## src/rtl/serial_adder.sv

```systemverilog
// Multi-cycle adder/subtractor: WIDTH-bit operands consumed DIGIT bits per clock,
// LSB first, through a DIGIT-bit ripple slice with a registered inter-cycle carry.
module serial_adder #(
  parameter int unsigned WIDTH = 8,
  parameter int unsigned DIGIT = 1
) (
  input  logic             clk,
  input  logic             rst,
  input  logic             start,
  input  logic [WIDTH-1:0] in1,
  input  logic [WIDTH-1:0] in2,
  input  logic             cin,
  input  logic             sub,
  output logic             busy,
  output logic             done,
  output logic [WIDTH-1:0] s,
  output logic             c,
  output logic             ovf
);

  localparam int unsigned N     = WIDTH / DIGIT;
  localparam int unsigned CNT_W = (N > 1) ? $clog2(N) : 1;
  localparam logic [CNT_W-1:0] LAST = CNT_W'(N - 1);

  typedef enum logic [1:0] {
    IDLE,
    RUN,
    DONE
  } state_t;

  state_t           state, state_next;
  logic [WIDTH-1:0] a_reg, b_reg, acc, acc_next;
  logic             carry;
  logic [CNT_W-1:0] cnt;
  logic [DIGIT-1:0] slice_sum;
  logic [DIGIT:0]   slice_c;
  logic             accept, last;

  // slice_c[DIGIT-1] is the carry into the operand MSB on the final slice
  always_comb begin
    slice_c    = '0;
    slice_sum  = '0;
    slice_c[0] = carry;
    for (int unsigned i = 0; i < DIGIT; i++) begin
      slice_sum[i]  = a_reg[i] ^ b_reg[i] ^ slice_c[i];
      slice_c[i+1]  = (a_reg[i] & b_reg[i]) | (slice_c[i] & (a_reg[i] ^ b_reg[i]));
    end
  end

  // Sum digits enter at the MSB end so the result is aligned after N shifts
  assign acc_next = WIDTH'({slice_sum, acc} >> DIGIT);

  always_comb begin
    state_next = state;
    accept     = 1'b0;
    last       = 1'b0;
    busy       = 1'b0;
    done       = 1'b0;
    unique case (state)
      IDLE: begin
        if (start) begin
          accept     = 1'b1;
          state_next = RUN;
        end
      end
      RUN: begin
        busy = 1'b1;
        if (cnt == LAST) begin
          last       = 1'b1;
          state_next = DONE;
        end
      end
      DONE: begin
        done = 1'b1;
        if (start) begin
          accept     = 1'b1;
          state_next = RUN;
        end else begin
          state_next = IDLE;
        end
      end
      default: state_next = IDLE;
    endcase
  end

  always_ff @(posedge clk or posedge rst) begin
    if (rst) begin
      state <= IDLE;
      a_reg <= '0;
      b_reg <= '0;
      acc   <= '0;
      carry <= 1'b0;
      cnt   <= '0;
      s     <= '0;
      c     <= 1'b0;
      ovf   <= 1'b0;
    end else begin
      state <= state_next;
      if (accept) begin
        a_reg <= in1;
        b_reg <= sub ? ~in2 : in2;
        carry <= sub ? ~cin : cin;
        cnt   <= '0;
      end else if (state == RUN) begin
        a_reg <= a_reg >> DIGIT;
        b_reg <= b_reg >> DIGIT;
        carry <= slice_c[DIGIT];
        cnt   <= cnt + CNT_W'(1);
        acc   <= acc_next;
        if (last) begin
          s   <= acc_next;
          c   <= slice_c[DIGIT];
          ovf <= slice_c[DIGIT-1] ^ slice_c[DIGIT];
        end
      end
    end
  end

endmodule

```

## config.mk

```make
export PLATFORM = sky130hd
export DESIGN_NAME = serial_adder
export DESIGN_NICKNAME = d
export VERILOG_FILES = /design/src/rtl/serial_adder.sv
export SDC_FILE = /design/constraint.sdc
export NUM_CORES = 1
export LEC_CHECK = 0
export BUFFER_PORTS_ARGS = -buffer_cell sky130_fd_sc_hd__buf_2
export CAP_MARGIN = 5
export CORE_MARGIN = 5
export CORE_UTILIZATION = 30
export CTS_CLUSTER_SIZE = 24
export DETAILED_ROUTE_END_ITERATION = 10
export SLEW_MARGIN = 20
export SYNTH_ARGS = -nofsm -noshare
export SYNTH_HDL_FRONTEND = slang
export SYNTH_SLANG_ARGS = --single-unit
```

## constraint.sdc

```tcl
create_clock -name clk -period 1.5 [get_ports clk]
set_input_delay 0.225 -clock clk [delete_from_list [all_inputs] [get_ports clk]]
set_output_delay 0.225 -clock clk [all_outputs]
set_load 0.01 [all_outputs]
```

==> results.md, run 1 <==
| Parameter | This run | Unit |
|---|---|---|
| Clock-pin slew on the worst setup and hold paths | 70 | ps |
| Fraction of the cycle the final worst path needs | 96.6 | % |
| Worst setup slack for register-to-register paths | 50 | ps |
| Critical path fanouts, max | 12 | - |
| Power density relative to cell area | 2110 | nW/µm² |
| Starting Density | 31.2 | % |
| Library cell with the highest instance count after synthesis | sky130_fd_sc_hd__dfrtp_1 | - |
| Worst setup SP type | register | - |
| Number of DRC markers after the initial detailed-route iteration | 80 | - |
| Fraction of final layout cells with drive strength greater than 1 | 41.7 | % |
| Post-synthesis instance area | 1730 | µm² |
| Number of global-route vias before repair | 1127 | - |
| Critical Path End Type | register | - |
| Clk buf depth | 2 | - |
| Total congestion overflow after global routing | 0 | - |
| Die height | 85.9 | µm |
| Worst relative slew slack | 67.4 | % |
| Multiplexer area fraction after synthesis | 16.9 | % |
| Hold_buf cts | 0 | - |
| CORE AREA | 5540 | µm² |
| Count of unresolved DRC violations after routing | 0 | - |
| Compound-gate portion of the synthesized area | 10.5 | % |
| Post-synth top area cell | sky130_fd_sc_hd__dfrtp_1 | - |
| Post-route clock skew | 4.25 | ps |
| Overall via count from detail_route | 1093 | - |
| Overall routed net length | 2.93 | mm |
| Xor-xnor portion of the synthesized cell area | 5.07 | % |
| Global-route wire length before repair | 5.43 | mm |
| Number of clock sinks | 39 | - |
| Average size of a mapped cell | 13.1 | µm² |
| Post-detailed-route count of antenna-violating nets | 0 | - |
| # diodes | 0 | - |
| Maximum clock frequency | 690 | MHz |
| Quantity of I/O buffers inserted on ports | 32 | - |
| Type of the setup path with the least slack | reg -> reg | - |
| Portion of synthesized cell area occupied by the leading cell type | 56.5 | % |
| Number of antenna violations at the first check in global routing | 0 | - |
| FILL cells | 555 | - |
| Main combinational cell family by area after synthesis | multiplexers | - |
| # rows | 27 | - |
| TritonCTS clock tree | yes | - |
| Setup crit start | cnt[0]$_DFFE_PP0P_ | - |
| Reg-to-reg critical path endpoint | s[6]$_DFFE_PP0P_ | - |
| Sum of net half-perimeters after detailed placement | 2.05 | mm |
| Actual transition at the worst max-transition pin | 489 | ps |
| Top Ports | 33 | - |
| Data required time of the worst path | 1670 | ps |
| Largest net degree at the start of global routing | 40 | - |
| Register Area | 976 | µm² |
| Top post-synthesis cells by count | sky130_fd_sc_hd__dfrtp_1 (39), sky130_fd_sc_hd__mux2_2 (17), sky130_fd_sc_hd__mux2i_1 (10), sky130_fd_sc_hd__nand2_1 (10) | - |
| Placed Cells incl. Taps | 235 | - |
| Hold crit path type | in -> async | - |
| Adder-cell share of the synthesized area | 2.61 | % |
| Hold violation total from the final report | 0 | - |
| Count of unique library cells instantiated by Yosys | 23 | - |
| Global placement routability congestion | 0.704 | - |
| Dominant register cell in the synthesized netlist | sky130_fd_sc_hd__dfrtp_1 | - |
| Result of the run | complete, no violations | - |
| Clock root buffer | sky130_fd_sc_hd__clkbuf_8 | - |
| Arrival time of the worst setup path | 1620 | ps |
| Die span in x | 85.9 | µm |
| Max VDD drop | 0.715 | mV |
| FF+latch count, synth | 39 | - |
| Die Area | 7380 | µm² |
| Time the final worst path needs with I/O delays and setup | 1450 | ps |
| # Max-Cap Violations | 0 | - |
| Net count after synthesis | 156 | - |
| Post-DR vias/cell | 4.43 | - |
| Routed len/inst | 11.9 | µm |
| Layout Utilization | 39.6 | % |
| Count of mapped cells out of synthesis | 132 | - |
| Worst reg2reg startpoint | cnt[0]$_DFFE_PP0P_ | - |
| Tot GR Track Use | 9.36 | % |
| Post-Layout Cell Count | 247 | - |
| Sequential element share of the synthesized area | 56.5 | % |
| Number of flops mapped to enable cells by yosys | 0 | - |
| Final count of pins violating max slew | 0 | - |
| Count of final setup violators | 0 | - |
| Total CTS buffers | 5 | - |
| Area of combinational cells with multiple inputs | 694 | µm² |
| Layout overhead on the synthesized area | 27.0 | % |
| Clock network latency to the later pin of the worst-skew pair | 290 | ps |
| Worst reg2reg path depth | 5 | - |
| Post-layout nets | 198 | - |
| Post-synth ARST share | 100 | % |
| Total leakage power | 0.00111 | µW |
| Initial DRT Pass Iterations | 4 | - |
| Post-Synth Simple-Gate Area | 4.63 | % |
| Yosys warning count | 0 | - |
| CTS H-Tree Depth | 2 | - |
| Unrepaired setup endpoints after global routing | yes | - |
| Critical path endpoint | s[6]$_DFFE_PP0P_ | - |
| Cells taking the most area after synthesis | sky130_fd_sc_hd__dfrtp_1 (56%), sky130_fd_sc_hd__mux2_2 (11%), sky130_fd_sc_hd__mux2i_1 (5.8%), sky130_fd_sc_hd__a22o_1 (4.6%), sky130_fd_sc_hd__xor2_1 (4.6%) | - |
-- power breakdown --
| group | internal [µW] | leakage (µW) | switching, µW | total, µW |
|---|---|---|---|---|
| Clock | 538 | 0.0000612 | 356 | 894 |
| Combinational | 1150 | 0.000565 | 784 | 1930 |
| Sequential | 1540 | 0.000485 | 261 | 1800 |
| Total | 3220 | 0.00111 | 1400 | 4630 |
-- kinds of logic after synthesis --
family	count (synthesis)
compound gates	26
xor+xnor	10
fa+ha+maj	3
buf+inv	11
flops	39
mux	27
simple gates	16
-- worst min-delay path by stage --
stage                      start              endpoint  slack (ps)  cells past startpoint
after global routing         rst    acc[2]$_DFFE_PP0P_         130                      3
final                        rst  a_reg[2]$_DFFE_PP0P_          40                      3
after floorplan           in1[6]  a_reg[6]$_DFFE_PP0P_         340                      2
after detailed placement     rst    acc[1]$_DFFE_PP0P_         380                      3
after global placement       rst  state[0]$_DFFE_PP0P_         380                      3
after CTS                    rst    acc[1]$_DFFE_PP0P_          60                      3
-- what timing repair did --
item	CTS	global route
setup buffers	3	0
hold endpoints to repair	0	0
setup endpoints to repair	2	9
pin swaps	0	0
gates cloned	1	0
gates resized for setup	2	1
-- cells in the final DEF, fill, tap and decap left out, types with 2 or more instances in the layout --
| cell type | count |
|---|---|
| sky130_fd_sc_hd__dfrtp_1 | 39 |
| sky130_fd_sc_hd__o21ai_0 | 6 |
| sky130_fd_sc_hd__buf_12 | 3 |
| sky130_fd_sc_hd__inv_1 | 3 |
| sky130_fd_sc_hd__buf_4 | 7 |
| sky130_fd_sc_hd__nand2_1 | 10 |
| sky130_fd_sc_hd__mux2_2 | 17 |
| sky130_fd_sc_hd__xor2_1 | 9 |
| sky130_fd_sc_hd__a21o_1 | 7 |
| sky130_fd_sc_hd__ha_2 | 2 |
| sky130_fd_sc_hd__a22o_1 | 9 |
| sky130_fd_sc_hd__clkbuf_8 | 6 |
| sky130_fd_sc_hd__mux2i_1 | 10 |
| sky130_fd_sc_hd__buf_2 | 32 |
| sky130_fd_sc_hd__o21ai_1 | 4 |
-- worst max-delay path: stages (launching register included) --
cell and delay, ps:
sky130_fd_sc_hd__dfrtp_1 380, sky130_fd_sc_hd__ha_2 180, sky130_fd_sc_hd__ha_2 170, sky130_fd_sc_hd__nand3b_1 120, sky130_fd_sc_hd__buf_12 150, sky130_fd_sc_hd__mux2_2 330
-- layout make-up --
class	count	share of cell area [%]
flip-flops and latches	39	44.5
clock inverters	2	1.60
inverters	3	0.513
multi-input cells	82	31.6
well taps	72	4.10
repair buffers	43	13.9
clock buffers	6	3.76
-- per-stage QoR --
stage	setup WS, ps	hold WS (ps)	power, µW	setup TNS (ps)	instance area (µm²)
after floorplan	16.6	342	3090	0	1730
after global placement	30.8	379	3560	0	2020
after detailed placement	11.5	376	3590	0	2020
after global routing	-7.35	134	4980	-21.5	2190
after CTS	23.7	58.7	4700	0	2190
final	50.4	42.4	4630	0	2190
-- metal layers --
| layer | part of all wire (%) | GRT usage [%] | vias to the layer above |
|---|---|---|---|
| li1 | - | - | 540 |
| met1 | 47 | 12.5 | 519 |
| met2 | 45 | 13.8 | 28 |
| met3 | 5.7 | 2.88 | 6 |
| met4 | 1.9 | 4.32 | 0 |
| met5 | 0 | 0 | - |
Power figures use the tool's default switching activity.
==> run 2: changes to the inputs <==
--- a/config.mk
+++ b/config.mk
@@ -5,7 +5,7 @@
 export SDC_FILE = /design/constraint.sdc
 export NUM_CORES = 1
 export LEC_CHECK = 0
-export BUFFER_PORTS_ARGS = -buffer_cell sky130_fd_sc_hd__buf_2
+export BUFFER_PORTS_ARGS = -buffer_cell sky130_fd_sc_hd__buf_4
 export CAP_MARGIN = 5
 export CORE_MARGIN = 5
 export CORE_UTILIZATION = 30
==> results.md, run 2 (synthesized netlist as in run 1, its figures left out) <==
| Parameter | This run | Unit |
|---|---|---|
| Result of the run | complete, no violations | - |
| Data required time of the worst path | 1670 | ps |
| Final count of pins violating max slew | 0 | - |
| Worst setup SP type | register | - |
| Clock network latency to the later pin of the worst-skew pair | 290 | ps |
| # Max-Cap Violations | 0 | - |
| Type of the setup path with the least slack | reg -> reg | - |
| Die Area | 7380 | µm² |
| Time the final worst path needs with I/O delays and setup | 1460 | ps |
| Total leakage power | 0.00108 | µW |
| Number of global-route vias before repair | 1179 | - |
| Post-route standard cell area excluding fillers | 2190 | µm² |
| Sum of net half-perimeters after detailed placement | 2.31 | mm |
| Commonest cells after routing, fill and taps aside | sky130_fd_sc_hd__dfrtp_1 (39), sky130_fd_sc_hd__buf_4 (36), sky130_fd_sc_hd__mux2_2 (17) | - |
| Final Total Pwr | 4370 | µW |
| CORE AREA | 5540 | µm² |
| Post-detailed-route count of antenna-violating nets | 0 | - |
| # diodes | 0 | - |
| Clock-pin slew on the worst setup and hold paths | 70 | ps |
| Maximum clock frequency | 683 | MHz |
| Switching Power | 1430 | µW |
| Pre-CTS worst setup slack | -9.62 | ps |
| Initial DRT Pass Iterations | 4 | - |
| Count of unresolved DRC violations after routing | 0 | - |
| Max VDD drop | 0.702 | mV |
| Tot GR Track Use | 9.36 | % |
| Switching share of power | 32.7 | % |
| Actual transition at the worst max-transition pin | 486 | ps |
| Reg power frac | 42.0 | % |
| Die height | 85.9 | µm |
| Total congestion overflow after global routing | 0 | - |
| Largest net degree at the start of global routing | 40 | - |
| TritonCTS clock tree | yes | - |
| Starting Density | 31.2 | % |
| Cells along the critical path | ha_2 > ha_4 > nand3b_1 > buf_12 > mux2_2 | - |
| Routed len/inst | 12.7 | µm |
| Top Ports | 33 | - |
| Unrepaired setup endpoints after global routing | yes | - |
| Number of antenna violations at the first check in global routing | 0 | - |
| P_int | 2940 | µW |
| Clk buf depth | 2 | - |
| Fraction of final layout cells with drive strength greater than 1 | 39.8 | % |
| Worst relative slew slack | 67.6 | % |
| Arrival time of the worst setup path | 1640 | ps |
| Post-layout nets | 194 | - |
| Post-DR vias/cell | 4.41 | - |
| Global placement routability congestion | 0.707 | - |
| Fraction of the cycle the final worst path needs | 97.6 | % |
| Die span in x | 85.9 | µm |
| Share of power burned in the clock network | 15.2 | % |
| Critical Path End Type | register | - |
| Overall via count from detail_route | 1071 | - |
| CTS H-Tree Depth | 2 | - |
| Post-route clock skew | 6.16 | ps |
| Hold violation total from the final report | 0 | - |
| Layout overhead on the synthesized area | 26.6 | % |
| Setup_tns | 0 | ps |
| Biggest cell delay along the critical path | 390 | ps |
| Quantity of I/O buffers inserted on ports | 32 | - |
| Post-route setup slack | 36.7 | ps |
| Clock root buffer | sky130_fd_sc_hd__clkbuf_8 | - |
| Global-route wire length before repair | 5.46 | mm |
| Slowest cell on the critical path | sky130_fd_sc_hd__dfrtp_1 | - |
| Number of DRC markers after the initial detailed-route iteration | 21 | - |
| Combinational share of power | 42.8 | % |
| Total CTS buffers | 5 | - |
| Power density relative to cell area | 2000 | nW/µm² |
| Hold crit path type | in -> async | - |
| Most frequent standard cell in the layout excluding fill and tap cells | sky130_fd_sc_hd__dfrtp_1 | - |
| Instance area after placement | 2080 | µm² |
| FILL cells | 560 | - |
| Number of clock sinks | 39 | - |
| Count of final setup violators | 0 | - |
| # rows | 27 | - |
| Critical path fanouts, max | 10 | - |
| Hold_ws | 58.4 | ps |
| Overall routed net length | 3.09 | mm |
-- run 2: changes by cell type in the layout (fill, tap and decap cells not counted), sizes merged --
cell / change
bufbuf: -1
clkinvlp: +1
buf: -3
bufinv: -1
-- run 2: timing repair --
action	CTS	global route
pin swaps	0	0
buffers inserted	1	0
endpoints found under the setup margin	9	10
resized for setup	1	4
hold buffers	0	0
-- run 2: power groups by stage --
stage / Sequential (µW) / Clock [µW] / Combinational, µW
3_3_place_gp: 1830 / 0 / 1770
5_1_grt: 1900 / 741 / 2060
4_1_cts: 1840 / 697 / 1870
2_1_floorplan: 1830 / 0 / 1250
3_5_place_dp: 1850 / 0 / 1860
6_report: 1830 / 664 / 1870
-- run 2: worst max-delay path, delay by kind of cell, from the launching register on --
| kind | cells | cell delay [ps] |
|---|---|---|
| fa+ha+maj | 2 | 350 |
| flops | 1 | 390 |
| simple gates | 1 | 120 |
| mux | 1 | 330 |
| buf+inv | 1 | 140 |
-- run 2: final timing paths --
kind	startpoint	end	slack (ps)	cells past startpoint
min in group clk	in1[6]	a_reg[6]$_DFFE_PP0P_	150	3
worst min register to register	a_reg[5]$_DFFE_PP0P_	a_reg[5]$_DFFE_PP0P_	480	1
max in group asynchronous	rst	b_reg[4]$_DFFE_PP0P_	1110	3
worst max-delay path	cnt[0]$_DFFE_PP0P_	s[4]$_DFFE_PP0P_	40	5
worst max register to register	cnt[0]$_DFFE_PP0P_	s[4]$_DFFE_PP0P_	40	5
worst min-delay path	rst	state[0]$_DFFE_PP0P_	60	3
-- run 2: per-stage QoR --
step	instances	utilization [%]
floorplan	132	-
global placement	234	37.5
detailed placement	234	37.5
CTS	243	39.2
global route	243	39.5
finish	243	39.5
-- run 2: metal layers --
layer	part of all wire (%)	wire length (µm)	vias to the layer above	track usage (%)
met3	5.0	155	5	3.55
met2	49	1510	24	15.3
met4	1.5	45	0	3.02
met1	45	1380	508	11.3
met5	0	0	-	0
li1	-	-	534	-
-- run 2: area by class of cell --
cell class | instances | area, µm² | area share, %
Tap cell | 72 | 90.1 | 4.12
Inverter | 3 | 11.3 | 0.515
Multi-Input combinational cell | 82 | 704 | 32.2
Timing Repair Buffer | 39 | 322 | 14.7
Sequential cell | 39 | 976 | 44.6
Clock inverter | 2 | 12.5 | 0.572
Clock buffer | 6 | 72.6 | 3.32
